File: config.mk
export PLATFORM = sky130hd
export DESIGN_NAME = lockstep_fifo
export DESIGN_NICKNAME = d
export VERILOG_FILES = /design/src/rtl/lockstep_fifo.sv
export SDC_FILE = /design/constraint.sdc
export NUM_CORES = 1
export LEC_CHECK = 0
export CAP_MARGIN = 20
export CORE_MARGIN = 2
export CORE_UTILIZATION = 45
export CTS_CLUSTER_DIAMETER = 150
export CTS_CLUSTER_SIZE = 20
export DETAILED_ROUTE_END_ITERATION = 12
export SLEW_MARGIN = 10
export SYNTH_ARGS = -nofsm -noshare
export SYNTH_HDL_FRONTEND = slang
export SYNTH_SLANG_ARGS = --single-unit
File: constraint.sdc
create_clock -name clock -period 26.8 [get_ports clock]
set_input_delay 8.04 -clock clock [delete_from_list [all_inputs] [get_ports clock]]
set_output_delay 8.04 -clock clock [all_outputs]
set_load 0.1 [all_outputs]
File: src/rtl/lockstep_fifo.sv
// Skew FIFO for one side of one channel. Pointers carry one extra wrap bit so
// full and empty are distinguishable; the low bits index storage modulo DEPTH.
module lockstep_fifo
#(
   parameter int W     = 70,
   parameter int DEPTH = 8
)(
   input  logic         clock,
   input  logic         resetn,
   input  logic         i_flush,
   input  logic         i_push,
   input  logic         i_pop,
   input  logic [W-1:0] i_data,
   output logic [W-1:0] o_data,
   output logic         o_full,
   output logic         o_empty
);

   localparam int PW = $clog2(DEPTH);

   logic [W-1:0] r_mem [DEPTH];
   logic [PW:0]  r_wr_ptr;
   logic [PW:0]  r_rd_ptr;
   logic         w_do_push;
   logic         w_do_pop;

   // Status flags and accepted push/pop; a pop in the same cycle frees room for a push into a full FIFO.
   always_comb begin
      o_empty   = (r_wr_ptr == r_rd_ptr);
      o_full    = (r_wr_ptr[PW] != r_rd_ptr[PW]) &&
                  (r_wr_ptr[PW-1:0] == r_rd_ptr[PW-1:0]);
      w_do_pop  = i_pop && !o_empty && !i_flush;
      w_do_push = i_push && (!o_full || w_do_pop) && !i_flush;
      o_data    = r_mem[r_rd_ptr[PW-1:0]];
   end

   // Pointer update; flush returns both pointers to the empty position.
   always_ff @(posedge clock or negedge resetn) begin
      if (!resetn) begin
         r_wr_ptr <= '0;
         r_rd_ptr <= '0;
      end else if (i_flush) begin
         r_wr_ptr <= '0;
         r_rd_ptr <= '0;
      end else begin
         if (w_do_push) r_wr_ptr <= r_wr_ptr + 1'b1;
         if (w_do_pop)  r_rd_ptr <= r_rd_ptr + 1'b1;
      end
   end

   // Storage write; contents need no reset because the pointers define validity.
   always_ff @(posedge clock) begin
      if (w_do_push) r_mem[r_wr_ptr[PW-1:0]] <= i_data;
   end

endmodule

==> results.py <==
metrics = {
    "synthesis": {
        "synthArstFlopShare_pct": 1.408,
        "post_synth_inst_count": 886,
        "yosys.cell_types.count": 32,
        "compound_gate_portion_of_the_synthesized_area_pct": 0.4355,
        "yosys-mux-area-fraction_pct": 18.38,
        "primary_ff_master_synth": "sky130_fd_sc_hd__edfxtp_1",
        "number_of_warnings_reported_in_the_yosys_synthesis_log": 0,
        "synth-simple-area-share_pct": 0.9117,
        "post_synth_fa_ha_maj_area_fraction_pct": 0.1161,
        "synth_edf_count": 560,
        "synthesis.nets": 963,
        "syn_avg_cell_area_um2": 24.32,
        "synth.ff_latch_count": 568,
        "xor_and_xnor_area_share_after_synthesis_pct": 0.2439,
        "synth_seq_area_share_pct": 78.97,
        "synth_top_family_by_area": "multiplexers",
        "netlist_area_before_placement_um2": 21550,
    },
    "cts": {
        "cts_hold_repair.buffers": 0,
        "insertion_delay_ps": 560,
        "cts-buffers-inserted": 34,
        "cts-resized-gates": 0,
        "max_h_tree_level": 2,
        "cts_tree": "done",
        "clock_tree.buffer_depth": 3,
        "ctsRootBufferMaster": "sky130_fd_sc_hd__clkbuf_16",
        "cts_setup_buffers": 0,
        "path_clk_slew_ps": 90,
        "cts_sinks": 568,
    },
    "layout": {
        "post_route_cells_drive_above_1_share_pct": 26.85,
        "finalNonFillerCells": 1669,
        "filler_instances": 3687,
        "insertedDiodeCount": 0,
        "fin_nets": 1123,
        "area_growth_syn_to_layout_pct": 14.96,
        "layout.core_utilization_pct": 52.10,
    },
    "timing": {
        "finalCriticalPeriod_ps": 12930,
        "fmax_mhz": 77.33,
        "final-setup-viol-count": 0,
        "setup_tns_ps": 0,
        "maxSlewViolCount": 0,
        "rsz0062_at_grt": "no",
        "finalClockSkew_ps": 24.22,
        "period_share_pct": 48.25,
        "tightestPinTransition_ps": 1050,
        "worst_slew_margin_rel_pct": 29.75,
        "timing_hold_violations_final": 0,
    },
    "power_and_ir_drop": {
        "ir_worst_vdd_uv": 68.18,
        "final_total_power_mw": 2.207,
        "power_leakage_nw": 7.468,
        "power_density_nw_per_um2": 89.08,
    },
    "critical_path": {
        "timing.critical_path.fanout_max": 50,
        "worstPathBufferInverterCount": 3,
        "worst_path_max_stage_delay_ps": 1000,
        "cp_top_family": "buffers and inverters",
        "path_class": "flip-flop to output port",
        "worst_setup_path_end_kind": "output port",
        "worst_path_max_delay_cell": "sky130_fd_sc_hd__clkdlybuf4s50_1",
        "worst_ep_required_time_ps": 18760,
        "worst_setup_path_start_kind": "flip-flop",
        "crit_top_cell": "sky130_fd_sc_hd__buf_4",
        "critPathArrivalTime_ps": 4890,
        "crit_path_cell_trace": "buf_4 > buf_4 > mux4_2 > mux2_2 > clkdlybuf4s50_1",
    },
    "floorplanning": {
        "pin_count": 147,
        "fp-row-count": 80,
        "core_area_um2": 47550,
        "die_width_um": 222.8,
        "die_footprint_um2": 49650,
        "initial_core_util_pct": 45.32,
        "die_y_um": 222.8,
    },
    "routing": {
        "dr.pass1.iters": 6,
        "drc_errors": 0,
        "detail_route.wl_per_cell_um": 25.12,
        "antenna_left": 0,
        "avgViaCountPerCell": 5.578,
        "detail_route.iter0.violations": 715,
        "route.vias.total": 9309,
        "wirelength_mm": 41.93,
    },
    "global_route": {
        "grt.overflow.total": 0,
        "grt_antenna_before_repair": 2,
        "grt.total_usage_pct": 17.21,
        "grt_start_max_net_pins": 66,
        "grt_first_pass_wirelength_mm": 62.93,
        "via_count_of_the_first_global_routing_pass": 9840,
    },
    "outcome": {
        "run_status": "finished, final reports clean",
    },
    "placement": {
        "buffer_ports.inserted": 146,
        "place.detailed.hpwl_mm": 22.00,
        "gpl.final_weighted_congestion": 0.7201,
        "numPlacedInstances": 1625,
    },
    "job": {
        "max_cap_viol_count": 0,
    },
    "min_path": {
        "min-delay-path-class": "flip-flop to flip-flop",
    },
}
==> path summary, 6_finish.rpt <==
path	start	to	slack [ps]	depth (start not counted)
hold reg to reg	r_wr_ptr[3]$_DFFE_PN0P_	r_wr_ptr[3]$_DFFE_PN0P_	620	2
min in group asynchronous	resetn	r_wr_ptr[1]$_DFFE_PN0P_	7770	1
setup reg to reg	r_rd_ptr[2]$_DFFE_PN0P_	r_mem[4][29]$_DFFE_PP_	22950	5
setup / recovery	r_rd_ptr[0]$_DFFE_PN0P_	o_data[43]	13870	5
hold / removal	r_wr_ptr[3]$_DFFE_PN0P_	r_wr_ptr[3]$_DFFE_PN0P_	620	2
max in group asynchronous	resetn	r_rd_ptr[1]$_DFFE_PN0P_	18720	1
==> registers in the layout, indices dropped and copies added, names as in the netlist <==
register and flops:
r_mem 560, r_wr_ptr 4, r_rd_ptr 4
==> layout make-up <==
class	count	area, um^2	share of cell area (%)
Clock buffer	43	948.4	3.829
Inverter	3	11.26	0.04546
Timing Repair Buffer	168	1627	6.566
Multi-Input combinational cell	271	4372	17.65
Sequential cell	568	17030	68.74
Tap cell	615	769.5	3.106
Clock inverter	1	16.27	0.06566
==> layer usage <==
| metal | up-vias | global-route usage [%] | routed length [um] |
|---|---|---|---|
| met5 | - | 0 | 21 |
| met4 | 4 | 4.352 | 638 |
| met3 | 49 | 3.266 | 1902 |
| met2 | 180 | 28.34 | 20740 |
| met1 | 5004 | 23.92 | 18620 |
| li1 | 4072 | - | - |
==> Yosys cell counts, drive strengths merged (4+ instances only) <==
| cell type | instances | area (um^2) |
|---|---|---|
| edfxtp | 560 | 16820 |
| mux4 | 140 | 3153 |
| mux2 | 70 | 788.3 |
| clkbuf | 24 | 91.33 |
| buf | 20 | 98.84 |
| dfrtp | 8 | 200.2 |
| nor2 | 7 | 26.28 |
| nor3 | 7 | 35.03 |
| a21oi | 5 | 25.02 |
| xor2 | 5 | 43.79 |
| nand2 | 4 | 15.01 |
| nand2b | 4 | 25.02 |
==> cells by family (layout without fill, tap and decap cells) <==
| logic type | Yosys count | in the layout |
|---|---|---|
| AO/OA/AOI/OAI | 14 | 14 |
| AND/OR/NAND/NOR | 37 | 37 |
| buffers and inverters | 47 | 215 |
| flip-flops | 568 | 568 |
| multiplexers | 212 | 212 |
| adder cells (fa/ha/maj) | 2 | 2 |
| XOR/XNOR | 6 | 6 |
==> through the flow <==
step | cell area (um^2) | hold WS (ps) | setup slack [ps]
floorplan | 21550 | 564.6 | 10950
global placement | 23810 | 580.3 | 14300
CTS | 24770 | 619.2 | 13660
detailed placement | 23810 | 606.7 | 14290
finish | 24770 | 618.1 | 13870
global route | 24770 | 630.7 | 13480
==> where the power goes <==
group | internal (mW) | switching [mW] | total (mW)
combinational | 0.232 | 0.445 | 0.677
sequential | 0.997 | 0.0146 | 1.01
clock | 0.250 | 0.268 | 0.518
==> worst reg2reg max path, stage by stage (launching register included) <==
cell                      delay [ps]
sky130_fd_sc_hd__dfrtp_4         900
sky130_fd_sc_hd__xor2_1          350
sky130_fd_sc_hd__or4_1           280
sky130_fd_sc_hd__nor2_1          180
sky130_fd_sc_hd__nor3_2          800
sky130_fd_sc_hd__buf_4           880
==> placed cells by master (no fill, tap or decap), types with 2 or more instances in the layout <==
cell and n:
sky130_fd_sc_hd__a21oi_1 5, sky130_fd_sc_hd__buf_4 22, sky130_fd_sc_hd__clkbuf_1 6, sky130_fd_sc_hd__clkbuf_16 37
sky130_fd_sc_hd__clkdlybuf4s50_1 146, sky130_fd_sc_hd__dfrtp_1 5, sky130_fd_sc_hd__dfrtp_4 3, sky130_fd_sc_hd__edfxtp_1 560
sky130_fd_sc_hd__ha_1 2, sky130_fd_sc_hd__inv_1 3, sky130_fd_sc_hd__mux2_2 70, sky130_fd_sc_hd__mux2i_1 2
sky130_fd_sc_hd__mux4_2 140, sky130_fd_sc_hd__nand2_1 4, sky130_fd_sc_hd__nand2b_1 4, sky130_fd_sc_hd__nand3_1 3
sky130_fd_sc_hd__nand3b_1 2, sky130_fd_sc_hd__nor2_1 7, sky130_fd_sc_hd__nor3_2 6, sky130_fd_sc_hd__nor4_2 2
sky130_fd_sc_hd__o21ai_0 3, sky130_fd_sc_hd__or3_1 3, sky130_fd_sc_hd__or4_1 2, sky130_fd_sc_hd__xor2_1 5
No activity file was read; power rests on OpenSTA's default activity.
